$ cat config.mk
export PLATFORM = sky130hd
export DESIGN_NAME = inst_cache
export DESIGN_NICKNAME = d
export VERILOG_FILES = /design/src/rtl/inst_cache_pkg.sv /design/src/rtl/inst_cache_store.sv /design/src/rtl/inst_cache.sv
export SDC_FILE = /design/constraint.sdc
export NUM_CORES = 2
export LEC_CHECK = 0
export CORE_MARGIN = 1.5
export CORE_UTILIZATION = 45
export CTS_CLUSTER_SIZE = 10
export DETAILED_ROUTE_END_ITERATION = 12
export PLACE_DENSITY = 0.56
export SLEW_MARGIN = 20
export SYNTH_ARGS = -nofsm -noshare
export SYNTH_HDL_FRONTEND = slang
export SYNTH_SLANG_ARGS = --single-unit
$ cat constraint.sdc
create_clock -name clk -period 7.7 [get_ports clk]
set_input_delay 0.77 -clock clk [delete_from_list [all_inputs] [get_ports clk]]
set_output_delay 0.77 -clock clk [all_outputs]
set_load 0.02 [all_outputs]
$ cat src/rtl/inst_cache_pkg.sv
// inst_cache_pkg: shared FSM encoding and default widths for the instruction cache
package inst_cache_pkg;

   typedef enum logic [1:0] {
      ICACHE_IDLE   = 2'd0,
      ICACHE_REFILL = 2'd1,
      ICACHE_FILLED = 2'd2
   } icache_state_t;

   localparam int INST_ADDR_W    = 32;
   localparam int INST_W         = 32;
   localparam int ICACHE_INDEX_W = 4;
   localparam int ICACHE_TAG_W   = 24;

   function automatic int icache_tag_w(input int aw, input int nl, input int lw);
      return aw - 2 - $clog2(nl) - $clog2(lw);
   endfunction

endpackage

$ cat src/rtl/inst_cache_store.sv
// icache_store: data/tag/valid arrays, sync write, async read, flush-all of valid bits
module icache_store #(
   parameter  int NUM_LINES  = 16,
   parameter  int LINE_WORDS = 4,
   parameter  int TAG_W      = 24,
   localparam int IDX_W      = $clog2(NUM_LINES),
   localparam int OFF_W      = $clog2(LINE_WORDS)
) (
   input  logic             clk,
   input  logic             rst,
   input  logic             flush,
   input  logic             we,
   input  logic [IDX_W-1:0] widx,
   input  logic [OFF_W-1:0] woff,
   input  logic [31:0]      wdata,
   input  logic             tag_we,
   input  logic [TAG_W-1:0] wtag,
   input  logic             set_valid,
   input  logic [IDX_W-1:0] ridx,
   input  logic [OFF_W-1:0] roff,
   output logic [31:0]      rdata,
   output logic [TAG_W-1:0] rtag,
   output logic             rvalid
);

   logic [31:0]          data_mem [NUM_LINES*LINE_WORDS];
   logic [TAG_W-1:0]     tag_mem  [NUM_LINES];
   logic [NUM_LINES-1:0] valid;

   // data and tag arrays take refill writes only; no reset needed
   always_ff @(posedge clk) begin
      if (we) data_mem[{widx, woff}] <= wdata;
      if (tag_we) tag_mem[widx] <= wtag;
   end

   // valid bits: cleared by reset or flush, set when a clean refill completes
   always_ff @(posedge clk) begin
      if (rst || flush) valid <= '0;
      else if (tag_we && set_valid) valid[widx] <= 1'b1;
   end

   assign rdata  = data_mem[{ridx, roff}];
   assign rtag   = tag_mem[ridx];
   assign rvalid = valid[ridx];

endmodule

$ cat src/rtl/inst_cache.sv
// inst_cache: direct-mapped read-only instruction cache; optional INST_CACHE_STATS_EN adds hit/miss counters
module inst_cache
   import inst_cache_pkg::*;
#(
   parameter int ADDR_W     = INST_ADDR_W,
   parameter int NUM_LINES  = 16,
   parameter int LINE_WORDS = 4
) (
   input  logic              clk,
   input  logic              rst,
   input  logic              cpu_ce,
   input  logic [ADDR_W-1:0] cpu_addr,
   output logic [31:0]       cpu_inst,
   output logic              stall_req,
   input  logic              flush,
   output logic              mem_req,
   output logic [ADDR_W-1:0] mem_addr,
   input  logic              mem_ack,
   input  logic [31:0]       mem_data
`ifdef INST_CACHE_STATS_EN
   ,
   output logic [31:0]       hit_cnt,
   output logic [31:0]       miss_cnt
`endif
);

   localparam int OFF_W = $clog2(LINE_WORDS);
   localparam int IDX_W = $clog2(NUM_LINES);
   localparam int TAG_W = icache_tag_w(ADDR_W, NUM_LINES, LINE_WORDS);
   localparam logic [OFF_W-1:0] LAST = OFF_W'(LINE_WORDS - 1);

   icache_state_t    state;
   logic [OFF_W-1:0] cnt;
   logic             flush_pend;
   logic [31:0]      rdata;
   logic [TAG_W-1:0] rtag;
   logic             rvalid;
   logic             hit;
   logic             we;
   logic             addr_unused;

   assign addr_unused = ^{cpu_addr[1:0], mem_addr[1:0]};
   assign hit       = cpu_ce && rvalid && rtag == cpu_addr[ADDR_W-1 -: TAG_W] && state == ICACHE_IDLE;
   assign cpu_inst  = hit ? rdata : 32'h0;
   assign stall_req = cpu_ce && !hit;
   assign we        = state == ICACHE_REFILL && mem_ack;

   icache_store #(
      .NUM_LINES (NUM_LINES),
      .LINE_WORDS(LINE_WORDS),
      .TAG_W     (TAG_W)
   ) u_store (
      .clk      (clk),
      .rst      (rst),
      .flush    (flush),
      .we       (we),
      .widx     (mem_addr[OFF_W+2 +: IDX_W]),
      .woff     (cnt),
      .wdata    (mem_data),
      .tag_we   (we && cnt == LAST),
      .wtag     (mem_addr[ADDR_W-1 -: TAG_W]),
      .set_valid(!(flush || flush_pend)),
      .ridx     (cpu_addr[OFF_W+2 +: IDX_W]),
      .roff     (cpu_addr[2 +: OFF_W]),
      .rdata    (rdata),
      .rtag     (rtag),
      .rvalid   (rvalid)
   );

   // refill FSM: latch line base on a miss, walk the words, one settle cycle in FILLED
   always_ff @(posedge clk) begin
      if (rst) begin
         state      <= ICACHE_IDLE;
         cnt        <= '0;
         flush_pend <= 1'b0;
         mem_req    <= 1'b0;
         mem_addr   <= '0;
      end else begin
         case (state)
            ICACHE_IDLE: if (cpu_ce && !hit) begin
               state    <= ICACHE_REFILL;
               cnt      <= '0;
               mem_req  <= 1'b1;
               mem_addr <= {cpu_addr[ADDR_W-1:OFF_W+2], {(OFF_W+2){1'b0}}};
            end
            ICACHE_REFILL: begin
               if (flush) flush_pend <= 1'b1;
               if (mem_ack && cnt == LAST) begin
                  state   <= ICACHE_FILLED;
                  mem_req <= 1'b0;
               end else if (mem_ack) begin
                  cnt      <= cnt + 1'b1;
                  mem_addr <= mem_addr + ADDR_W'(4);
               end
            end
            ICACHE_FILLED: begin
               state      <= ICACHE_IDLE;
               flush_pend <= 1'b0;
            end
            default: state <= ICACHE_IDLE;
         endcase
      end
   end

`ifdef INST_CACHE_STATS_EN
   // hit/miss counters, cleared by reset or flush, wrap naturally
   always_ff @(posedge clk) begin
      if (rst || flush) begin
         hit_cnt  <= '0;
         miss_cnt <= '0;
      end else begin
         hit_cnt  <= hit_cnt + {31'd0, hit};
         miss_cnt <= miss_cnt + {31'd0, state == ICACHE_IDLE && cpu_ce && !hit};
      end
   end
`endif

endmodule

* After elaboration in Yosys (flattened, before gate mapping)
Memories as Yosys holds them, arrays and structs flattened.
Cells that the tools add are included.
** Word-level totals
- Memory bits (read-only) :: 0
- Memories kept :: 2
- Latch bits :: 0
- Flip-flop bits (word level) :: 54
- Output and inout port bits :: 66
- Bits in writable memories :: 2432
** Memory list
- u_store.data_mem :: depth 64, width 32, read ports 1, clocked after memory_dff 0, write ports 1, RTL line inst_cache_store.sv:26 : logic [31:0] data_mem [NUM_LINES*LINE_WORDS];
- u_store.tag_mem :: depth 16, width 24, read ports 1, clocked after memory_dff 0, write ports 1, RTL line inst_cache_store.sv:27 : logic [TAG_W-1:0] tag_mem [NUM_LINES];
** Operators by class
- Muxes and demuxes :: 25
- Magnitude comparators :: 3
- $add $sub $neg :: 2
- Multipliers :: 0
- Divide/modulo/power cells :: 0
- Equality and inequality tests :: 9
- Reduce and logical (&&, ||, !) cells :: 20
- Shift-type cells :: 0
- Bitwise gates (word level) :: 1
** Operators by type and width (number)
- $mux W32 :: 4
- $pmux W32 S2 :: 1
- $add A32 B3 Y32 const B :: 1
- $eq A24 B24 Y1 :: 1
- $or A16 B16 Y16 :: 1
- $lt A4 B5 Y1 const B :: 2
- $mux W2 :: 5
- $logic_and A1 B1 Y1 :: 9
- $mux W1 :: 9
- $ne A2 B2 Y1 const B :: 4
- $pmux W2 S2 :: 2
- $bmux W1 S4 :: 1
- $demux W1 S4 :: 1
- $eq A2 B2 Y1 const B :: 2
- $ge A4 B1 Y1 const B :: 1
- $pmux W1 S2 :: 2
- $reduce_and A2 Y1 :: 2
- $reduce_and A4 Y1 :: 1
- $reduce_bool A2 Y1 :: 2
- $reduce_and A3 Y1 :: 1
- $add A2 B1 Y2 const B :: 1
- $eq A2 B1 Y1 const B :: 1
- $logic_not A1 Y1 :: 2
- $logic_not A2 Y1 :: 1
- 2 further kinds :: 3

* Longest topological paths before layout
- Depth in word-level cells :: 9
- Depth in mapped cells :: 16
- Mapped depth without buffers :: 10

* Cells and area by module
From an unflattened synthesis, not the netlist that was laid out.
** Unflattened totals
- Cells, all modules :: 4344
- Area total of the unflattened synthesis :: 96299.9 µm²
** By module, submodules not included
- icache_store :: cells each 3960, times used 1, area an instance 93450.9 µm², seq. area each 73350.3 µm²
- inst_cache :: cells each 384, times used 1, area an instance 2849.0 µm², seq. area each 720.7 µm²

* Worst setup path before layout
No wires, ideal clock.
- Path type :: input to output
- From :: input cpu_addr[5]
- To :: output cpu_inst[22]
- Buffers on the path :: 6
- Path slack :: 3.252 ns
- Stages on the path :: 9
- Data arrival time :: 3.678 ns
- Cell sequence :: buf_2 buf_2 buf_2 buf_2 buf_1 buf_2 mux4_2 mux4_2 nor2b_1
** Between the ends
- Cells in the longest elaborated chain, start to end :: 6
- Elaborated cells between the ends (all ways) :: 9
** RTL lines
- from (decl) :: RTL line inst_cache.sv:12 : input logic [ADDR_W-1:0] cpu_addr,
- parallel branches: the longest is 5 deep, another holds $mem_v2 Z16 W24
- $mux W32 * :: RTL line inst_cache.sv:44 : assign cpu_inst = hit ? rdata : 32'h0;
- to (decl) :: RTL line inst_cache.sv:13 : output logic [31:0] cpu_inst,
Mark *: on every way between the ends. The select of a mux whose other input is x is not followed.

* Worst setup path in the final report
- From :: input cpu_addr[4]
- To :: output cpu_inst[4]
Same word-level chain as after synthesis.

==> results <==
- The root buffer cell chosen for the clock tree is clkbuf_16.
- The post-detailed-route count of antenna-violating nets is 0.
- The peak fanout along the critical path is 50.
- The tool flagged a number of max-cap violations equal to 0.
- Setup repair after global routing left no endpoint under its margin.
- The number of rows created at floorplan is 169.
- IR analysis of the VDD net gives a maximum drop of 0.200 mV.
- From synthesis to final layout, the design area changed by 14.5%.
- Between clock sinks in the finished design, the worst skew comes to 0.0399 ns.
- During synthesis, Yosys emitted a total of 0 warnings.
- The total area inside the core boundary comes to 212,000 um2.
- The top flip-flop cell by instance count after synthesis is edfxtp_1.
- In the synthesized netlist, mux cells make up 18.5% of the area.
- The sequential cell area in the final layout is 74,100 um2.
- The post-synthesis async set-or-reset flop share is 0%.
- Sorting the synthesized cells by how often they occur yields 2,432 x edfxtp_1, 761 x mux4_2, 164 x clkbuf_1, 123 x nor2_1, 59 x nand2_1.
- For flop-to-flop paths, the worst setup slack is 3.29 ns.
- The most critical setup path has its startpoint at cpu_addr[4].
- Each instance of the synthesized netlist takes up on average 23.6 um2.
- By area the synthesized netlist is led by edfxtp_1 76%, mux4_2 18%, dfxtp_1 1.1%, clkbuf_1 0.64%, nor2_1 0.48%.
- The main combinational cell family by area after synthesis is multiplexers.
- The worst setup path is captured at an output port.
- Counting every instance in the synthesized netlist gives 4,048.
- The count of flip-flops with a built-in enable after synthesis is 2,432.
- The ratio of cells with drive above 1 in the final layout is 30.6%.
- The total routing resource utilization after global routing is 22.7%.
- STA classifies the critical path startpoint as an input pin.
- The detailed placement HPWL is 134,000 um.
- The clock tree from TritonCTS is built.
- The port buffer count is 130.
- The number of synthesized register bits is 2,484.
- For this run, the number of standard cells in the final layout without fillers is 7,307.
- The clock latency at the later pin of the worst-skew pair is 0.91 ns.
- The synthesized design devotes to its leading area cell type 76.4% of total area.
- The arrival time at the worst endpoint is 5.82 ns.
- The area of the multi-input gates is 21,200 um2.
- The critical register-to-register path endpoint is mem_addr[27]$_SDFFE_PP0P_.
- The ratio of total power to cell area is 260 nW/um2.
- The die span in y is 464 um.
- Summing the areas of all and, or, nand and nor instances in the mapped netlist gives 1.61% of the synthesized area.
- The number of sinks driven by the clock tree is 2,484.
- The most frequent cell after synthesis is edfxtp_1.
- The number of antenna violations at the first check in global routing is 22.
- The slowest stage cell on the critical path is nor4_1.
- The number of hold buffers added after CTS was 0.
- The leakage power figure is 0.0335 uW.
- The run finished with clean final reports.
- For this run, the detailed router's first-pass iteration total came to 6.
- The peak clock frequency supported by timing is 152 MHz.
- The total routed wirelength is 244,000 um.
- The path with the worst hold slack has its endpoint at u_store.data_mem[0][5]$_DFFE_PP_.
- Clock-pin slew was measured on the worst setup and hold paths at 0.05 ns.
- The largest net degree at the start of global routing is 83.
- The die width is 464 um.
- In the routed design, unresolved DRC markers number 0.
- The synthesized netlist devotes 0.211% of its cell area to XOR and XNOR gates.
- The die covers 215,000 um2.
- The worst hold path begins at mem_data[5].
- The adder-cell share of the synthesized area is 0.0262%.
- Measured against its own limit, the worst slew margin works out to 21.5%.
- In the final routed layout, each cell accounts on average for 33.4 um.
- The final setup TNS is 0 ns.
- The final weighted congestion in routability-driven placement is 0.814.
- At the pin with the least slew margin, the transition time is 1.17 ns.
- After clock tree synthesis, the repair step resized 0 gates.
- The cell type with the largest total area after synthesis is edfxtp_1.
- The violation count after the first detailed-route iteration is 5,115.
- The critical path goes through buf_8 -> mux4_2 -> mux4_2 -> xnor2_1 -> nand4_1 -> nor4_1 -> nand4_1 -> or2_2 -> buf_4 -> nor2b_1 -> clkdlybuf4s50_1.
- The hold violation total from the final report came to 0.
- Buffers added to address setup during post-CTS repair amount to 0.
- The first-pass GRT wire length is 345,000 um.
- The setup-violating endpoint count in the final report is 0.
- Summed over all layers, the global routing overflow is 0.
- The portion of the post-synthesis area used by sequential elements is 77.4%.
- The smallest clock period supported by the final layout is computed as 6.59 ns.
- The critical path is of the in2out type.
- The via count of the first global-routing pass is 45,400.
- The max-slew violation total from the final report was 0.
- The number of vias per cell is 6.07.
- The number of cells on the worst reg-to-reg path is 9.
- The number of buffers and inverters on the critical path is 3.
- The count of filler cells inserted in the layout is 16,200.
- For this block, the via count after detailed routing is 44,400.
- The fraction of the mapped netlist area in compound gates is 1.19%.
- Of the available clock period, the critical path in the final layout requires 85.6%.
- Broken down by cell family, the worst path's largest delay share belongs to simple AND/OR/NAND/NOR gates.
- The number of buffers created by CTS is 303.
- The maximum root-to-sink buffer count is 4.
- The effective utilization at floorplan is 45.2%.
- STA puts the critical path data required time at 6.93 ns.
- The number of top-level design ports is 135.
- The post-synth design cell area is 95,600 um2.
- The tightest min-delay check is of the in2reg type.
- The maximum cell stage delay along the critical path is 0.87 ns.
- The total number of nets in the final design is 4,476.
- The startpoint of the most critical register-to-register path is u_store.tag_mem[11][10]$_DFFE_PP_.
- Yosys mapped the design onto 65 distinct sky130hd cell types.
- The post-placement cell count is 6,916.
- The number of instances on the worst hold path is 1.
- CTS built an H-tree with a depth of 5.
## logic make-up after synthesis
kind of cell | after synthesis
XOR/XNOR | 23
flip-flops | 2484
other | 1
AND/OR/NAND/NOR | 326
multiplexers | 816
adder cells (fa/ha/maj) | 2
buffers and inverters | 231
AO/OA/AOI/OAI | 165
## power by group
| part | internal (uW) | switching, uW |
|---|---|---|
| clock network | 7150 | 5000 |
| logic | 565 | 798 |
| registers | 14900 | 73.9 |
| total | 22600 | 5870 |
## sequential cells by signal (all words and copies together) (netlist names)
register          flops
cnt                   2
flush_pend            1
mem_addr             30
mem_req               1
state                 2
u_store.data_mem   2048
u_store.tag_mem     384
u_store.valid        16
## layout by cell type (no fill, tap or decap), types with 9 or more instances in the layout
cell / synthesis / final
clkdlybuf4s50_1: 0 / 92
nor3_1: 24 / 24
clkbuf_1: 164 / 46
buf_12: 0 / 19
o211ai_1: 11 / 11
o32ai_1: 11 / 11
a22oi_1: 20 / 20
and3_1: 9 / 9
mux2i_1: 45 / 45
mux2_2: 10 / 10
buf_4: 11 / 152
diode_2: 0 / 16
dfxtp_1: 52 / 52
o31ai_1: 9 / 9
clkbuf_16: 0 / 310
xor2_1: 17 / 17
nor2_4: 0 / 80
nor2_1: 123 / 43
a21oi_1: 57 / 57
edfxtp_1: 2432 / 2432
nor2b_1: 38 / 37
nand3_1: 30 / 30
mux4_2: 761 / 761
nand2_1: 59 / 58
## area by class of cell
type,count,area share (%)
Sequential cell,2484,67.6
Multi-Input combinational cell,1334,19.4
Clock buffer,356,7.24
Tap cell,2821,3.22
Timing Repair Buffer,275,2.37
Clock inverter,14,0.0880
Antenna cell,16,0.0366
Inverter,7,0.0240
## layer usage
metal / up-vias / GRT usage, % / share of wire (%)
li1: 18100 / - / -
met1: 24400 / 32.1 / 42
met2: 1576 / 36.7 / 49
met3: 344 / 3.74 / 6.1
met4: 2 / 6.43 / 2.5
met5: - / 0 / 0.014
## metrics by stage
step,utilization (%),hold slack (ns),instance area (um2),power [uW],worst slack [ns]
5_1_grt,51.7,0.275,110000,29300,0.780
2_1_floorplan,-,0.431,95600,16000,3.25
6_report,51.7,0.311,110000,28500,1.11
3_3_place_gp,47.8,0.445,101000,16600,0.956
4_1_cts,51.6,0.336,109000,28800,0.925
3_5_place_dp,47.8,0.457,101000,16600,0.937
## worst max path at each step
stage | end | slack [ns] | cells after the start
2_1_floorplan | cpu_inst[22] | 3.25 | 9
6_report | cpu_inst[4] | 1.11 | 11
5_1_grt | cpu_inst[22] | 0.78 | 11
3_5_place_dp | cpu_inst[4] | 0.94 | 11
4_1_cts | cpu_inst[4] | 0.93 | 11
3_3_place_gp | cpu_inst[2] | 0.96 | 11
No activity file was read; power rests on OpenSTA's default activity.
